===== src/rtl/rs_age_pkg.sv =====
// rs_age_pkg: shared types for the age-ordered reservation station.
//   dispatch_pipeline_data : op as offered by dispatch
//   rs_data                : op as issued to the functional unit
//   rs_entry_t             : one issue-queue slot
//   rob_younger()          : ROB-relative age compare that survives index wrap
package rs_age_pkg;

   localparam int PREG_W = 7;   // physical register tag width
   localparam int ROB_W  = 4;   // ROB index width
   localparam int IMM_W  = 32;  // immediate width
   localparam int FU_W   = 3;   // functional-unit id width

   typedef struct packed {
      logic [PREG_W-1:0] prd;
      logic [PREG_W-1:0] pr1;
      logic [PREG_W-1:0] pr2;
      logic              pr1_ready;
      logic              pr2_ready;
      logic [IMM_W-1:0]  imm;
      logic [ROB_W-1:0]  rob_index;
      logic [6:0]        Opcode;
      logic [2:0]        func3;
      logic [6:0]        func7;
   } dispatch_pipeline_data;

   typedef struct packed {
      logic [PREG_W-1:0] pd;
      logic [PREG_W-1:0] ps1;
      logic [PREG_W-1:0] ps2;
      logic              ps1_ready;
      logic              ps2_ready;
      logic [IMM_W-1:0]  imm;
      logic [ROB_W-1:0]  rob_index;
      logic [6:0]        Opcode;
      logic [2:0]        func3;
      logic [6:0]        func7;
      logic [FU_W-1:0]   fu;
   } rs_data;

   typedef struct packed {
      logic              valid;
      logic [PREG_W-1:0] pd;
      logic [PREG_W-1:0] ps1;
      logic [PREG_W-1:0] ps2;
      logic              ps1_ready;
      logic              ps2_ready;
      logic [IMM_W-1:0]  imm;
      logic [ROB_W-1:0]  rob_index;
      logic [6:0]        Opcode;
      logic [2:0]        func3;
      logic [6:0]        func7;
   } rs_entry_t;

   // True when idx is strictly younger than ref_idx. Both are rebased to the
   // ROB head so the comparison stays correct across index wrap-around.
   function automatic logic rob_younger(input logic [ROB_W-1:0] idx,
                                        input logic [ROB_W-1:0] ref_idx,
                                        input logic [ROB_W-1:0] head);
      logic [ROB_W-1:0] d_idx;
      logic [ROB_W-1:0] d_ref;
      d_idx = idx - head;
      d_ref = ref_idx - head;
      return (d_idx > d_ref);
   endfunction

endpackage


===== src/rtl/rs_age_if.sv =====
// rs_age_if: bundle of dispatch, wakeup, flush and issue signals of rs_age.
//   Dispatch : valid_in/ready_in handshake carrying instr; an op transfers on
//              a rising edge where valid_in && ready_in. nr_valid/nr_reg
//              announce the destination tag of that transfer.
//   Wakeup   : wake_reg/wake_valid, N_WAKE tag broadcast channels.
//   Flush    : flush, flush_partial, flush_rob_idx, rob_head.
//   Issue    : fu_rdy from the FU; valid_out pulses one cycle with data_out.
// modport slave is the reservation station, modport master its environment.
interface rs_age_if #(parameter int N_WAKE = 3);
   import rs_age_pkg::*;

   logic                             valid_in;
   logic                             ready_in;
   dispatch_pipeline_data            instr;
   logic [PREG_W-1:0]                nr_reg;
   logic                             nr_valid;
   logic                             fu_rdy;
   logic                             valid_out;
   rs_data                           data_out;
   logic [N_WAKE-1:0][PREG_W-1:0]    wake_reg;
   logic [N_WAKE-1:0]                wake_valid;
   logic                             flush;
   logic                             flush_partial;
   logic [ROB_W-1:0]                 flush_rob_idx;
   logic [ROB_W-1:0]                 rob_head;

   modport master (
      output valid_in, instr, fu_rdy, wake_reg, wake_valid,
             flush, flush_partial, flush_rob_idx, rob_head,
      input  ready_in, nr_reg, nr_valid, valid_out, data_out
   );

   modport slave (
      input  valid_in, instr, fu_rdy, wake_reg, wake_valid,
             flush, flush_partial, flush_rob_idx, rob_head,
      output ready_in, nr_reg, nr_valid, valid_out, data_out
   );

endinterface


===== src/rtl/rs_age_picker.sv =====
// rs_age_picker: age matrix and oldest-first grant for DEPTH slots.
//   clk, reset : clock, asynchronous active-high reset
//   i_alloc    : one-hot slot being filled this edge (becomes youngest)
//   i_free     : slots being vacated this edge
//   i_elig     : slots that may be granted this cycle
//   o_grant    : one-hot oldest eligible slot
//   o_found    : some slot is granted
module rs_age_picker #(
   parameter int DEPTH = 8
) (
   input  logic             clk,
   input  logic             reset,
   input  logic [DEPTH-1:0] i_alloc,
   input  logic [DEPTH-1:0] i_free,
   input  logic [DEPTH-1:0] i_elig,
   output logic [DEPTH-1:0] o_grant,
   output logic             o_found
);

   // r_older[i][j] = 1 means slot i holds an older op than slot j.
   logic [DEPTH-1:0][DEPTH-1:0] r_older;
   logic [DEPTH-1:0]            w_blocked;

   always_ff @(posedge clk or posedge reset) begin
      if (reset) begin
         r_older <= '0;
      end else begin
         for (int i = 0; i < DEPTH; i++) begin
            for (int j = 0; j < DEPTH; j++) begin
               if (i == j)
                  r_older[i][j] <= 1'b0;
               else if (i_alloc[i] || i_free[i])
                  r_older[i][j] <= 1'b0;   // new or vacated slot is older than nobody
               else if (i_alloc[j])
                  r_older[i][j] <= 1'b1;   // everyone left is older than the newcomer
               else if (i_free[j])
                  r_older[i][j] <= 1'b0;
            end
         end
      end
   end

   // A slot wins when no other eligible slot is older than it.
   always_comb begin
      w_blocked = '0;
      for (int i = 0; i < DEPTH; i++) begin
         for (int j = 0; j < DEPTH; j++) begin
            if ((i != j) && i_elig[j] && r_older[j][i])
               w_blocked[i] = 1'b1;
         end
      end
   end

   assign o_grant = i_elig & ~w_blocked;
   assign o_found = |o_grant;

endmodule


===== src/rtl/rs_age.sv =====
// rs_age: DEPTH-entry issue queue between dispatch and one functional unit.
//   clk   : clock, all state changes on the rising edge
//   reset : asynchronous active-high clear
//   bus   : rs_age_if.slave -- dispatch handshake (valid_in/ready_in/instr),
//           not-ready announce (nr_valid/nr_reg), N_WAKE wakeup channels,
//           flush controls, and issue output (fu_rdy/valid_out/data_out).
// Ops wait until both sources are ready, then the oldest ready op issues
// when fu_rdy is high. Wakeups seen during enqueue are captured directly.
module rs_age
   import rs_age_pkg::*;
#(
   parameter int DEPTH  = 8,
   parameter int N_WAKE = 3,
   parameter int FU_ID  = 0
) (
   input  logic     clk,
   input  logic     reset,
   rs_age_if.slave  bus
);

   localparam int CNT_W = $clog2(DEPTH + 1);

   rs_entry_t        r_entries [DEPTH];
   logic [CNT_W-1:0] r_count;
   logic             r_valid_out;
   rs_data           r_data_out;

   logic [N_WAKE-1:0][PREG_W-1:0] w_wake_reg;
   logic [N_WAKE-1:0]             w_wake_valid;
   logic [DEPTH-1:0]              w_valid;
   logic [DEPTH-1:0]              w_kill;
   logic [DEPTH-1:0]              w_elig;
   logic [DEPTH-1:0]              w_free_slot;
   logic [DEPTH-1:0]              w_alloc;
   logic [DEPTH-1:0]              w_grant;
   logic [DEPTH-1:0]              w_issue_oh;
   logic [DEPTH-1:0]              w_free;
   logic [CNT_W-1:0]              w_kill_cnt;
   logic                          w_found;
   logic                          w_slot_seen;
   logic                          w_full_flush;
   logic                          w_enq_kill;
   logic                          w_enq;
   logic                          w_issue;
   logic                          w_ready_in;
   rs_entry_t                     w_new;
   rs_data                        w_sel;

   function automatic logic wake_hit(input logic [PREG_W-1:0]             tag,
                                     input logic [N_WAKE-1:0][PREG_W-1:0] regs,
                                     input logic [N_WAKE-1:0]             vld);
      logic hit;
      hit = 1'b0;
      for (int c = 0; c < N_WAKE; c++) begin
         if (vld[c] && (regs[c] == tag))
            hit = 1'b1;
      end
      return hit;
   endfunction

   assign w_wake_reg   = bus.wake_reg;
   assign w_wake_valid = bus.wake_valid;
   assign w_full_flush = bus.flush & ~bus.flush_partial;
   // Credit comes from the registered count only; a same-cycle issue does
   // not make room for a same-cycle enqueue.
   assign w_ready_in   = (r_count < CNT_W'(DEPTH));

   // Per-slot kill and select eligibility. Eligibility deliberately ignores
   // the kill: a killed winner suppresses issue for the cycle rather than
   // letting a younger survivor slip through.
   always_comb begin
      w_kill_cnt = '0;
      for (int e = 0; e < DEPTH; e++) begin
         w_valid[e] = r_entries[e].valid;
         w_kill[e]  = r_entries[e].valid & bus.flush &
                      (~bus.flush_partial |
                       rob_younger(r_entries[e].rob_index, bus.flush_rob_idx, bus.rob_head));
         w_elig[e]  = r_entries[e].valid & r_entries[e].ps1_ready &
                      r_entries[e].ps2_ready & bus.fu_rdy;
         w_kill_cnt = w_kill_cnt + CNT_W'(w_kill[e]);
      end
   end

   // Enqueue: lowest-numbered free slot, dropped if the flush covers it.
   assign w_enq_kill = bus.flush &
                       (~bus.flush_partial |
                        rob_younger(bus.instr.rob_index, bus.flush_rob_idx, bus.rob_head));
   assign w_enq      = bus.valid_in & w_ready_in & ~w_enq_kill;

   always_comb begin
      w_free_slot = '0;
      w_slot_seen = 1'b0;
      for (int e = 0; e < DEPTH; e++) begin
         if (!w_valid[e] && !w_slot_seen) begin
            w_free_slot[e] = 1'b1;
            w_slot_seen    = 1'b1;
         end
      end
   end

   assign w_alloc = w_enq ? w_free_slot : '0;

   // Source is ready if dispatch says so, it is the zero register, or a
   // wakeup for it is on the broadcast channels right now.
   always_comb begin
      w_new           = '0;
      w_new.valid     = 1'b1;
      w_new.pd        = bus.instr.prd;
      w_new.ps1       = bus.instr.pr1;
      w_new.ps2       = bus.instr.pr2;
      w_new.ps1_ready = bus.instr.pr1_ready | (bus.instr.pr1 == '0) |
                        wake_hit(bus.instr.pr1, w_wake_reg, w_wake_valid);
      w_new.ps2_ready = bus.instr.pr2_ready | (bus.instr.pr2 == '0) |
                        wake_hit(bus.instr.pr2, w_wake_reg, w_wake_valid);
      w_new.imm       = bus.instr.imm;
      w_new.rob_index = bus.instr.rob_index;
      w_new.Opcode    = bus.instr.Opcode;
      w_new.func3     = bus.instr.func3;
      w_new.func7     = bus.instr.func7;
   end

   rs_age_picker #(.DEPTH(DEPTH)) u_picker (
      .clk     (clk),
      .reset   (reset),
      .i_alloc (w_alloc),
      .i_free  (w_free),
      .i_elig  (w_elig),
      .o_grant (w_grant),
      .o_found (w_found)
   );

   assign w_issue    = w_found & ~|(w_grant & w_kill);
   assign w_issue_oh = w_issue ? w_grant : '0;
   assign w_free     = w_issue_oh | w_kill;

   // One-hot mux of the granted slot into the issue format.
   always_comb begin
      w_sel = '0;
      for (int e = 0; e < DEPTH; e++) begin
         if (w_grant[e]) begin
            w_sel.pd        = r_entries[e].pd;
            w_sel.ps1       = r_entries[e].ps1;
            w_sel.ps2       = r_entries[e].ps2;
            w_sel.imm       = r_entries[e].imm;
            w_sel.rob_index = r_entries[e].rob_index;
            w_sel.Opcode    = r_entries[e].Opcode;
            w_sel.func3     = r_entries[e].func3;
            w_sel.func7     = r_entries[e].func7;
         end
      end
      w_sel.ps1_ready = 1'b1;
      w_sel.ps2_ready = 1'b1;
      w_sel.fu        = FU_W'(FU_ID);
   end

   always_ff @(posedge clk or posedge reset) begin
      if (reset) begin
         for (int e = 0; e < DEPTH; e++)
            r_entries[e] <= '0;
         r_count     <= '0;
         r_valid_out <= 1'b0;
         r_data_out  <= '0;
      end else begin
         for (int e = 0; e < DEPTH; e++) begin
            if (w_free[e]) begin
               r_entries[e].valid <= 1'b0;
            end else if (w_alloc[e]) begin
               r_entries[e] <= w_new;
            end else if (w_valid[e]) begin
               if (wake_hit(r_entries[e].ps1, w_wake_reg, w_wake_valid))
                  r_entries[e].ps1_ready <= 1'b1;
               if (wake_hit(r_entries[e].ps2, w_wake_reg, w_wake_valid))
                  r_entries[e].ps2_ready <= 1'b1;
            end
         end
         // Issue and kill are disjoint, so this never under/overflows.
         r_count     <= r_count + CNT_W'(w_enq) - CNT_W'(w_issue) - w_kill_cnt;
         r_valid_out <= w_issue;
         if (w_issue)
            r_data_out <= w_sel;
      end
   end

   assign bus.ready_in  = w_ready_in;
   assign bus.nr_reg    = bus.instr.prd;
   assign bus.nr_valid  = bus.valid_in & w_ready_in & ~reset & ~w_full_flush &
                          (bus.instr.prd != '0);
   assign bus.valid_out = r_valid_out;
   assign bus.data_out  = r_data_out;

endmodule

===== src/flat_wrapper.sv =====
// flat-port wrapper written by rule: the top's interface ports become plain ports
module rs_age_flat import rs_age_pkg::*;
#(
   parameter int DEPTH  = 8,
   parameter int N_WAKE = 3,
   parameter int FU_ID  = 0
)
  (clk, reset, bus_valid_in, bus_instr, bus_fu_rdy, bus_wake_reg, bus_wake_valid, bus_flush, bus_flush_partial, bus_flush_rob_idx, bus_rob_head, bus_ready_in, bus_nr_reg, bus_nr_valid, bus_valid_out, bus_data_out);
  rs_age_if #(.N_WAKE(N_WAKE)) bus_i ();
  input  logic clk;
  input  logic reset;
  input wire logic [$bits(bus_i.valid_in)-1:0] bus_valid_in;
  input wire logic [$bits(bus_i.instr)-1:0] bus_instr;
  input wire logic [$bits(bus_i.fu_rdy)-1:0] bus_fu_rdy;
  input wire logic [$bits(bus_i.wake_reg)-1:0] bus_wake_reg;
  input wire logic [$bits(bus_i.wake_valid)-1:0] bus_wake_valid;
  input wire logic [$bits(bus_i.flush)-1:0] bus_flush;
  input wire logic [$bits(bus_i.flush_partial)-1:0] bus_flush_partial;
  input wire logic [$bits(bus_i.flush_rob_idx)-1:0] bus_flush_rob_idx;
  input wire logic [$bits(bus_i.rob_head)-1:0] bus_rob_head;
  output wire logic [$bits(bus_i.ready_in)-1:0] bus_ready_in;
  output wire logic [$bits(bus_i.nr_reg)-1:0] bus_nr_reg;
  output wire logic [$bits(bus_i.nr_valid)-1:0] bus_nr_valid;
  output wire logic [$bits(bus_i.valid_out)-1:0] bus_valid_out;
  output wire logic [$bits(bus_i.data_out)-1:0] bus_data_out;
  assign bus_i.valid_in = bus_valid_in;
  assign bus_i.instr = bus_instr;
  assign bus_i.fu_rdy = bus_fu_rdy;
  assign bus_i.wake_reg = bus_wake_reg;
  assign bus_i.wake_valid = bus_wake_valid;
  assign bus_i.flush = bus_flush;
  assign bus_i.flush_partial = bus_flush_partial;
  assign bus_i.flush_rob_idx = bus_flush_rob_idx;
  assign bus_i.rob_head = bus_rob_head;
  assign bus_ready_in = bus_i.ready_in;
  assign bus_nr_reg = bus_i.nr_reg;
  assign bus_nr_valid = bus_i.nr_valid;
  assign bus_valid_out = bus_i.valid_out;
  assign bus_data_out = bus_i.data_out;
  rs_age #(.DEPTH(DEPTH), .N_WAKE(N_WAKE), .FU_ID(FU_ID)) u_core (.clk(clk), .reset(reset), .bus(bus_i));
endmodule

===== config.mk =====
export PLATFORM = sky130hd
export DESIGN_NAME = rs_age_flat
export DESIGN_NICKNAME = d
export VERILOG_FILES = /design/src/rtl/rs_age_pkg.sv /design/src/rtl/rs_age_if.sv /design/src/rtl/rs_age_picker.sv /design/src/rtl/rs_age.sv /design/src/flat_wrapper.sv
export SDC_FILE = /design/constraint.sdc
export NUM_CORES = 2
export LEC_CHECK = 0
export BUFFER_PORTS_ARGS = -buffer_cell sky130_fd_sc_hd__buf_2
export CAP_MARGIN = 20
export CORE_ASPECT_RATIO = 1.1
export CORE_MARGIN = 2
export CORE_UTILIZATION = 57
export DETAILED_ROUTE_END_ITERATION = 6
export PLACE_DENSITY_LB_ADDON = 0.08
export REMOVE_ABC_BUFFERS = 1
export SYNTH_ARGS = -nofsm -noshare
export SYNTH_HDL_FRONTEND = slang
export SYNTH_SLANG_ARGS = --single-unit

===== constraint.sdc =====
create_clock -name clk -period 29 [get_ports clk]
set_input_delay 2.9 -clock clk [delete_from_list [all_inputs] [get_ports clk]]
set_output_delay 2.9 -clock clk [all_outputs]
set_load 0.02 [all_outputs]

=== Word level (Yosys, flattened, before mapping) ===
Cells that the tools add are included.

* Bits in registers: 752
* Word-level logic and storage cells: 882

* Muxes and demuxes: 310
* Bitwise logic cells: 77
* Reductions and logical operators: 256
* Add/sub/neg operators: 20
* Order comparisons: 10
* Equality and inequality tests: 54

{| class="wikitable"
|+ Operators with widths
! kind !! count
|-
| two-way mux 53 bit || 8
|-
| == test 7 bit || 54
|-
| two-way mux 1 bit || 268
|-
| two-way mux 22 bit || 8
|-
| two-way mux 21 bit || 8
|-
| nonzero test 3 bit || 56
|-
| logical AND 1 bit || 117
|-
| nonzero test 2 bit || 32
|-
| AND 1 bit || 48
|-
| AND reduction 3 bit || 16
|-
| subtractor 4 bit || 11
|-
| greater-than comparator 4 bit || 9
|-
| two-way mux 2 bit || 16
|-
| adder 4 x 1 -> 4 bit || 7
|-
| AND 8 bit || 2
|-
| two-way mux 8 bit || 2
|-
| AND reduction 2 bit || 8
|-
| OR reduction 8 bit || 2
|-
| logical NOT 1 bit || 14
|-
| logical NOT 7 bit || 2
|-
| OR 1 bit || 13
|-
| NOT 1 bit || 12
|-
| logical OR 1 bit || 8
|-
| NOT 8 bit || 1
|-
| other kinds (5) || 5
|}

=== Longest topological paths before layout ===
* Word-level depth: 27
* Mapped depth: 28
* Mapped depth without buffers: 25

=== Hierarchy ===
Synthesis repeated with hierarchy kept, for this count alone.

* Cell total of the unflattened synthesis: 3795
* Area, all modules: 40796.6 um^2

{| class="wikitable"
|+ Modules (own cells, without submodules)
! module !! cells each !! area each (um^2) !! instances !! seq. area each (um^2)
|-
| rs_age || 3543 || 38323.0 || 1 || 17416.7
|-
| rs_age_picker || 252 || 2473.6 || 1 || 1401.3
|}

=== Least setup slack after synthesis ===
Ideal clock, no wire load.

* Path type: in2reg
* Start point: in bus_rob_head[1]
* End point: reg u_core.r_count[3]
* Path slack: 20338 ps
* Arrival: 8582 ps
* Path buffers: 2
* Stages on the path: 25
* Cells stage by stage: inv_1 -> fa_1 -> inv_1 -> ha_1 -> a21oi_1 -> a21oi_1 -> maj3_1 -> o211ai_1 -> a311o_1 -> nand4_4 -> nor2_2 -> buf_6 -> buf_6 -> fa_1 -> inv_1 -> fa_1 -> inv_1 -> fa_1 -> inv_1 -> fa_1 -> ha_1 -> ha_1 -> xor2_1 -> xnor2_1 -> xnor2_1

* Elaborated cells on any way between the ends: 53
* Classes of those cells: 20 x add/sub; 9 x order compare; 22 x bitwise; 2 x reduce/logical

{| class="wikitable"
|+ RTL lines
! what !! RTL line !! source
|-
| from (decl) || flat_wrapper.sv:20 || <nowiki>input wire logic [$bits(bus_i.rob_head)-1:0] bus_rob_head;</nowiki>
|-
| subtractor 4 bit, on equally long branches || rs_age_pkg.sv:61, rs_age_pkg.sv:62 ||
|-
| greater-than comparator 4 bit || rs_age_pkg.sv:63 || <nowiki>return (d_idx > d_ref);</nowiki>
|-
| OR 1 bit || rs_age.sv:76 || <nowiki>(~bus.flush_partial |</nowiki>
|-
| AND 1 bit || rs_age.sv:75 || <nowiki>w_kill[e] = r_entries[e].valid & bus.flush &</nowiki>
|-
| AND 8 bit * || rs_age.sv:132 || <nowiki>assign w_issue = w_found & ~|(w_grant & w_kill);</nowiki>
|-
| OR reduction 8 bit * || rs_age.sv:132 ||
|-
| logical NOT 1 bit * || rs_age.sv:132 ||
|-
| AND 1 bit * || rs_age.sv:132 ||
|-
| net u_core.w_issue || rs_age.sv:44 || <nowiki>logic w_issue;</nowiki>
|-
| subtractor 4 x 1 -> 4 bit * || rs_age.sv:177 || <nowiki>r_count <= r_count + CNT_W'(w_enq) - CNT_W'(w_issue) - w_kill_cnt;</nowiki>
|-
| subtractor 4 bit * || rs_age.sv:177 ||
|-
| to (signal assigned) || rs_age.sv:177 ||
|-
| to (decl) || rs_age.sv:24 || <nowiki>logic [CNT_W-1:0] r_count;</nowiki>
|}

Mark *: on every way through the listed nets, which the timed path passes. The rest lies on a longest branch.
A chain may end at the register's enable or synchronous reset.

=== Final worst setup path ===
* Start point: in bus_flush_rob_idx[0]
* End point: reg u_core.r_count[3]

* Cells in the longest elaborated chain, start to end: 12
* Elaborated cells on any way between the ends: 44
* Classes of those cells: 11 x add/sub; 9 x order compare; 22 x bitwise; 2 x reduce/logical

{| class="wikitable"
|+ RTL lines
! what !! RTL line !! source
|-
| from (decl) || flat_wrapper.sv:19 || <nowiki>input wire logic [$bits(bus_i.flush_rob_idx)-1:0] bus_flush_rob_idx;</nowiki>
|-
| subtractor 4 bit * || rs_age_pkg.sv:62 || <nowiki>d_ref = ref_idx - head;</nowiki>
|-
| greater-than comparator 4 bit || rs_age_pkg.sv:63 ||
|-
| OR 1 bit || rs_age.sv:76 ||
|-
| AND 1 bit || rs_age.sv:75 ||
|-
| adder 1 x 1 -> 2 bit || rs_age.sv:80 || <nowiki>w_kill_cnt = w_kill_cnt + CNT_W'(w_kill[e]);</nowiki>
|-
| adder 4 x 1 -> 4 bit (6 in a row) || rs_age.sv:80 ||
|-
| subtractor 4 bit * || rs_age.sv:177 ||
|}

Every way passes the cells marked *; elsewhere a longest branch is shown, timed or not.

==> run metrics <==
status=finished, final reports clean; Sw Share=0.335; post-synth cell types=87; CP required=around 30 ns; Setup-failing EPs final=0; Syn-to-layout area delta=8.20%; Flop pwr share=0.422; crit path launch type=primary input; power share of the clock group=0.312; CTS resizes=0; Worst Path Buf+Inv=7; # rows=103; CTS buffer count=81; initial core utilization=0.577; fill cell count=slightly above 6000; Detailed Routing Iterations Pass 1=6; Post-CTS Hold Buffers=0; first-pass GRT wire length=between 200000 and 250000 um; cell internal pwr=2.27 mW; RSZ-0062 raised after global routing=false; Synth warnings=0; worst-skew pair later-pin latency=0.64 ns; Bufs on Longest Clock Path=3; routed len/inst=23.7 um; combinational power share=0.266; Post-synth ARST share=1.00; stages on the worst setup path=26; nets=around 4700; total gr overflow=0; worst-path fanout max=50; Hold Path Stages=2; Worst R2R Start=u_core.r_entries[538]; CTS tree=yes; CTS sink cnt=752; multi-input logic area=slightly above 20000 um^2; final WL=131000 um; postcts setup bufs=0; NetSw=1.14 mW; most frequent cell on the critical path=inv_1; final setup TNS=0 ns; routed vias/inst=6.24; Clock transition at path regs=0.06 ns; initial antenna violation count=4; Max stage delay cell, worst path=nand4_4; VDD IR max=45.8 uV; register bit total from synthesis=752; critical path type=primary input to register; measured slew at the worst slew-check pin=~1.2 ns; count of final max-slew check failures=0; critical path data arrival time=9.36 ns; Leak=21.8 nW; Tot GR Track Use=0.352; Vias=around 35000; I/O pins=about 200; Mapped Area=41600 um^2; reg2reg path depth=21; Syn Area/Cell=a little under 9 um^2; die width=262 um; Setup crit start=bus_flush_rob_idx[0]; Post-synth EDFFs=0; buffers added on ports=199; Hold Startpoint=u_core.r_entries[37]; die area=75100 um^2; total core area=72000 um^2; Critical Path Max Stage Delay=0.67 ns; CTS root buf=clkbuf_16; Setup crit end kind=register; routability cong.=approximately 0.9; Final Hold Fails=0; vias in the first global route=33700; Die H=287 um; # DRC=0; Final Skew=0.0247 ns; Cell Pwr Density=approximately 76 nW/um^2; Max-Cap Viols=0; htree depth=3; min Tclk post-route=8.81 ns; layout cell share with drive strength beyond 1=0.146; violation count after the first detailed-route iteration=3562; dominant register cell in the synthesized netlist=dfrtp_1; Mapped Cells=4651; register area=18800 um^2; R2R Setup Slk=22.33 ns; Max Clk Rate=0.113 GHz; delay-heaviest family, CP=adder cells; number of nets with antenna violations after routing=0; reg2reg end=u_core.r_count[3]; hold crit path type=register to register; utilization after layout=0.625; Slew headroom=0.217; DP HPWL=74400 um; pin count of the biggest net entering global routing=approximately 170; sequential cell area fraction in the yosys report=0.452; hold path endpoint=u_core.r_entries[37]; period utilization=0.304
==> placed cells by master (no fill, tap or decap), types with 16 or more instances in the layout <==
master and count:
clkbuf_16 82, nand3_1 88, a21oi_1 37, mux2_2 199, o21ai_0 120, a31oi_1 153, a22oi_1 94, o311ai_0 19
clkbuf_8 22, nand4_1 90, mux2_4 38, o311ai_1 22, fa_1 16, nor2_1 145, o211ai_1 17, xnor2_1 293
buf_2 199, xor2_1 115, nand2_1 1530, nor4_1 21, ha_1 49, inv_1 58, o221ai_1 74, a211oi_1 60
buf_4 46, dfrtp_1 752
==> worst max path at each step <==
stage / slack, ns / endpoint
floorplan: 5.00 / u_core.bus.data_out[10]
detailed placement: 19.64 / u_core.r_count[3]
CTS: 20.28 / u_core.r_count[3]
finish: 20.19 / u_core.r_count[3]
global route: 19.78 / u_core.r_count[3]
global placement: 19.69 / u_core.r_count[3]
==> routing by layer <==
layer  share of wire  global-route usage  vias to the layer above
met4           0.042               0.147                        6
li1                -                   -                    15400
met5         0.00033                   0                        -
met3           0.084              0.0615                      380
met1            0.41               0.482                    17100
met2            0.46               0.553                     1620
==> kinds of logic (layout without fill, tap and decap cells) <==
group | Yosys count | count (layout) | synth area share
other | 1 | 5 | 0.0000902
multiplexers | 241 | 241 | 0.0686
XOR/XNOR | 412 | 412 | 0.0879
flip-flops | 752 | 752 | 0.452
AO/OA/AOI/OAI | 689 | 689 | 0.119
AND/OR/NAND/NOR | 1968 | 1968 | 0.195
buffers and inverters | 519 | 454 | 0.0542
adder cells (fa/ha/maj) | 69 | 69 | 0.0234
==> state kept, by name, summed over array words and instances (netlist names) <==
name / flops
u_core.r_entries: 616
u_core.bus.data_out: 75
u_core.bus.valid_out: 1
u_core.r_count: 4
u_core.u_picker.r_older: 56
==> final cells by class <==
type	instances	share of cell area
Tap cell	945	0.0263
Clock inverter	30	0.00709
Timing Repair Buffer	246	0.0303
Antenna cell	2	0.000111
Sequential cell	752	0.418
Inverter	59	0.00509
Multi-Input combinational cell	3382	0.459
Clock buffer	119	0.0536
==> through the flow <==
stage	instance area (um^2)	worst slack [ns]	power (mW)	instances	hold WS, ns
finish	45000	20.19	3.42	5535	0.464
global route	45000	19.78	3.58	5534	0.481
CTS	45000	20.28	3.41	5533	0.470
detailed placement	42300	19.64	2.35	5384	0.456
global placement	42300	19.69	2.33	5384	0.450
floorplan	39600	5.00	2.06	4193	0.439
==> Yosys cell counts, drive strengths merged, types with 4 or more instances <==
cell / instances / area [um^2]
xor2: 116 / 1020
o21ai: 125 / 629
mux2i: 4 / 40.0
a211o: 6 / 52.6
nor3b: 5 / 37.5
a21oi: 37 / 185
nand3: 89 / 450
a31oi: 155 / 1000
ha: 49 / 613
fa: 16 / 320
o221ai: 74 / 648
o311ai: 41 / 359
dfrtp: 752 / 18800
a22oi: 94 / 706
and4: 10 / 87.6
nor3: 14 / 75.1
a221oi: 6 / 65.1
or2: 5 / 31.3
maj3: 4 / 40.0
o31ai: 12 / 173
inv: 59 / 221
clkbuf: 279 / 1050
a21boi: 4 / 30.0
nand2: 1534 / 5770
a21o: 8 / 60.1
o31a: 4 / 35.0
mux2: 237 / 2810
o21a: 7 / 53.8
nor2: 151 / 572
a211oi: 62 / 475
nor2b: 10 / 62.6
nand2b: 10 / 62.6
o211ai: 17 / 128
or3: 7 / 43.8
buf: 181 / 982
nor4: 22 / 138
nand4: 94 / 631
xnor2: 293 / 2570
a41oi: 13 / 114
==> worst register-to-register path: stages (launching register included) <==
cell and delay, ns:
dfrtp_1 0.76, and4_1 0.58, a22o_1 0.23, a221oi_2 0.04, nand4_1 0.09, buf_4 0.67, a211o_1 0.33, o211a_2 0.23
nand4_4 0.66, nor2_4 0.38, fa_1 0.21, inv_1 0.05, fa_1 0.47, inv_1 0.05, fa_1 0.35, inv_1 0.08
fa_1 0.42, ha_1 0.31, ha_1 0.21, xor2_1 0.15, xnor2_1 0.19, xnor2_1 0.14
==> power by group through the flow <==
| stage | logic [mW] | registers, mW | clock network, mW |
|---|---|---|---|
| 2_1_floorplan | 0.639 | 1.43 | 0 |
| 3_3_place_gp | 0.880 | 1.45 | 0 |
| 3_5_place_dp | 0.901 | 1.45 | 0 |
| 4_1_cts | 0.905 | 1.43 | 1.08 |
| 5_1_grt | 0.997 | 1.46 | 1.12 |
| 6_report | 0.909 | 1.44 | 1.06 |
(Power assumes the default switching activity.)
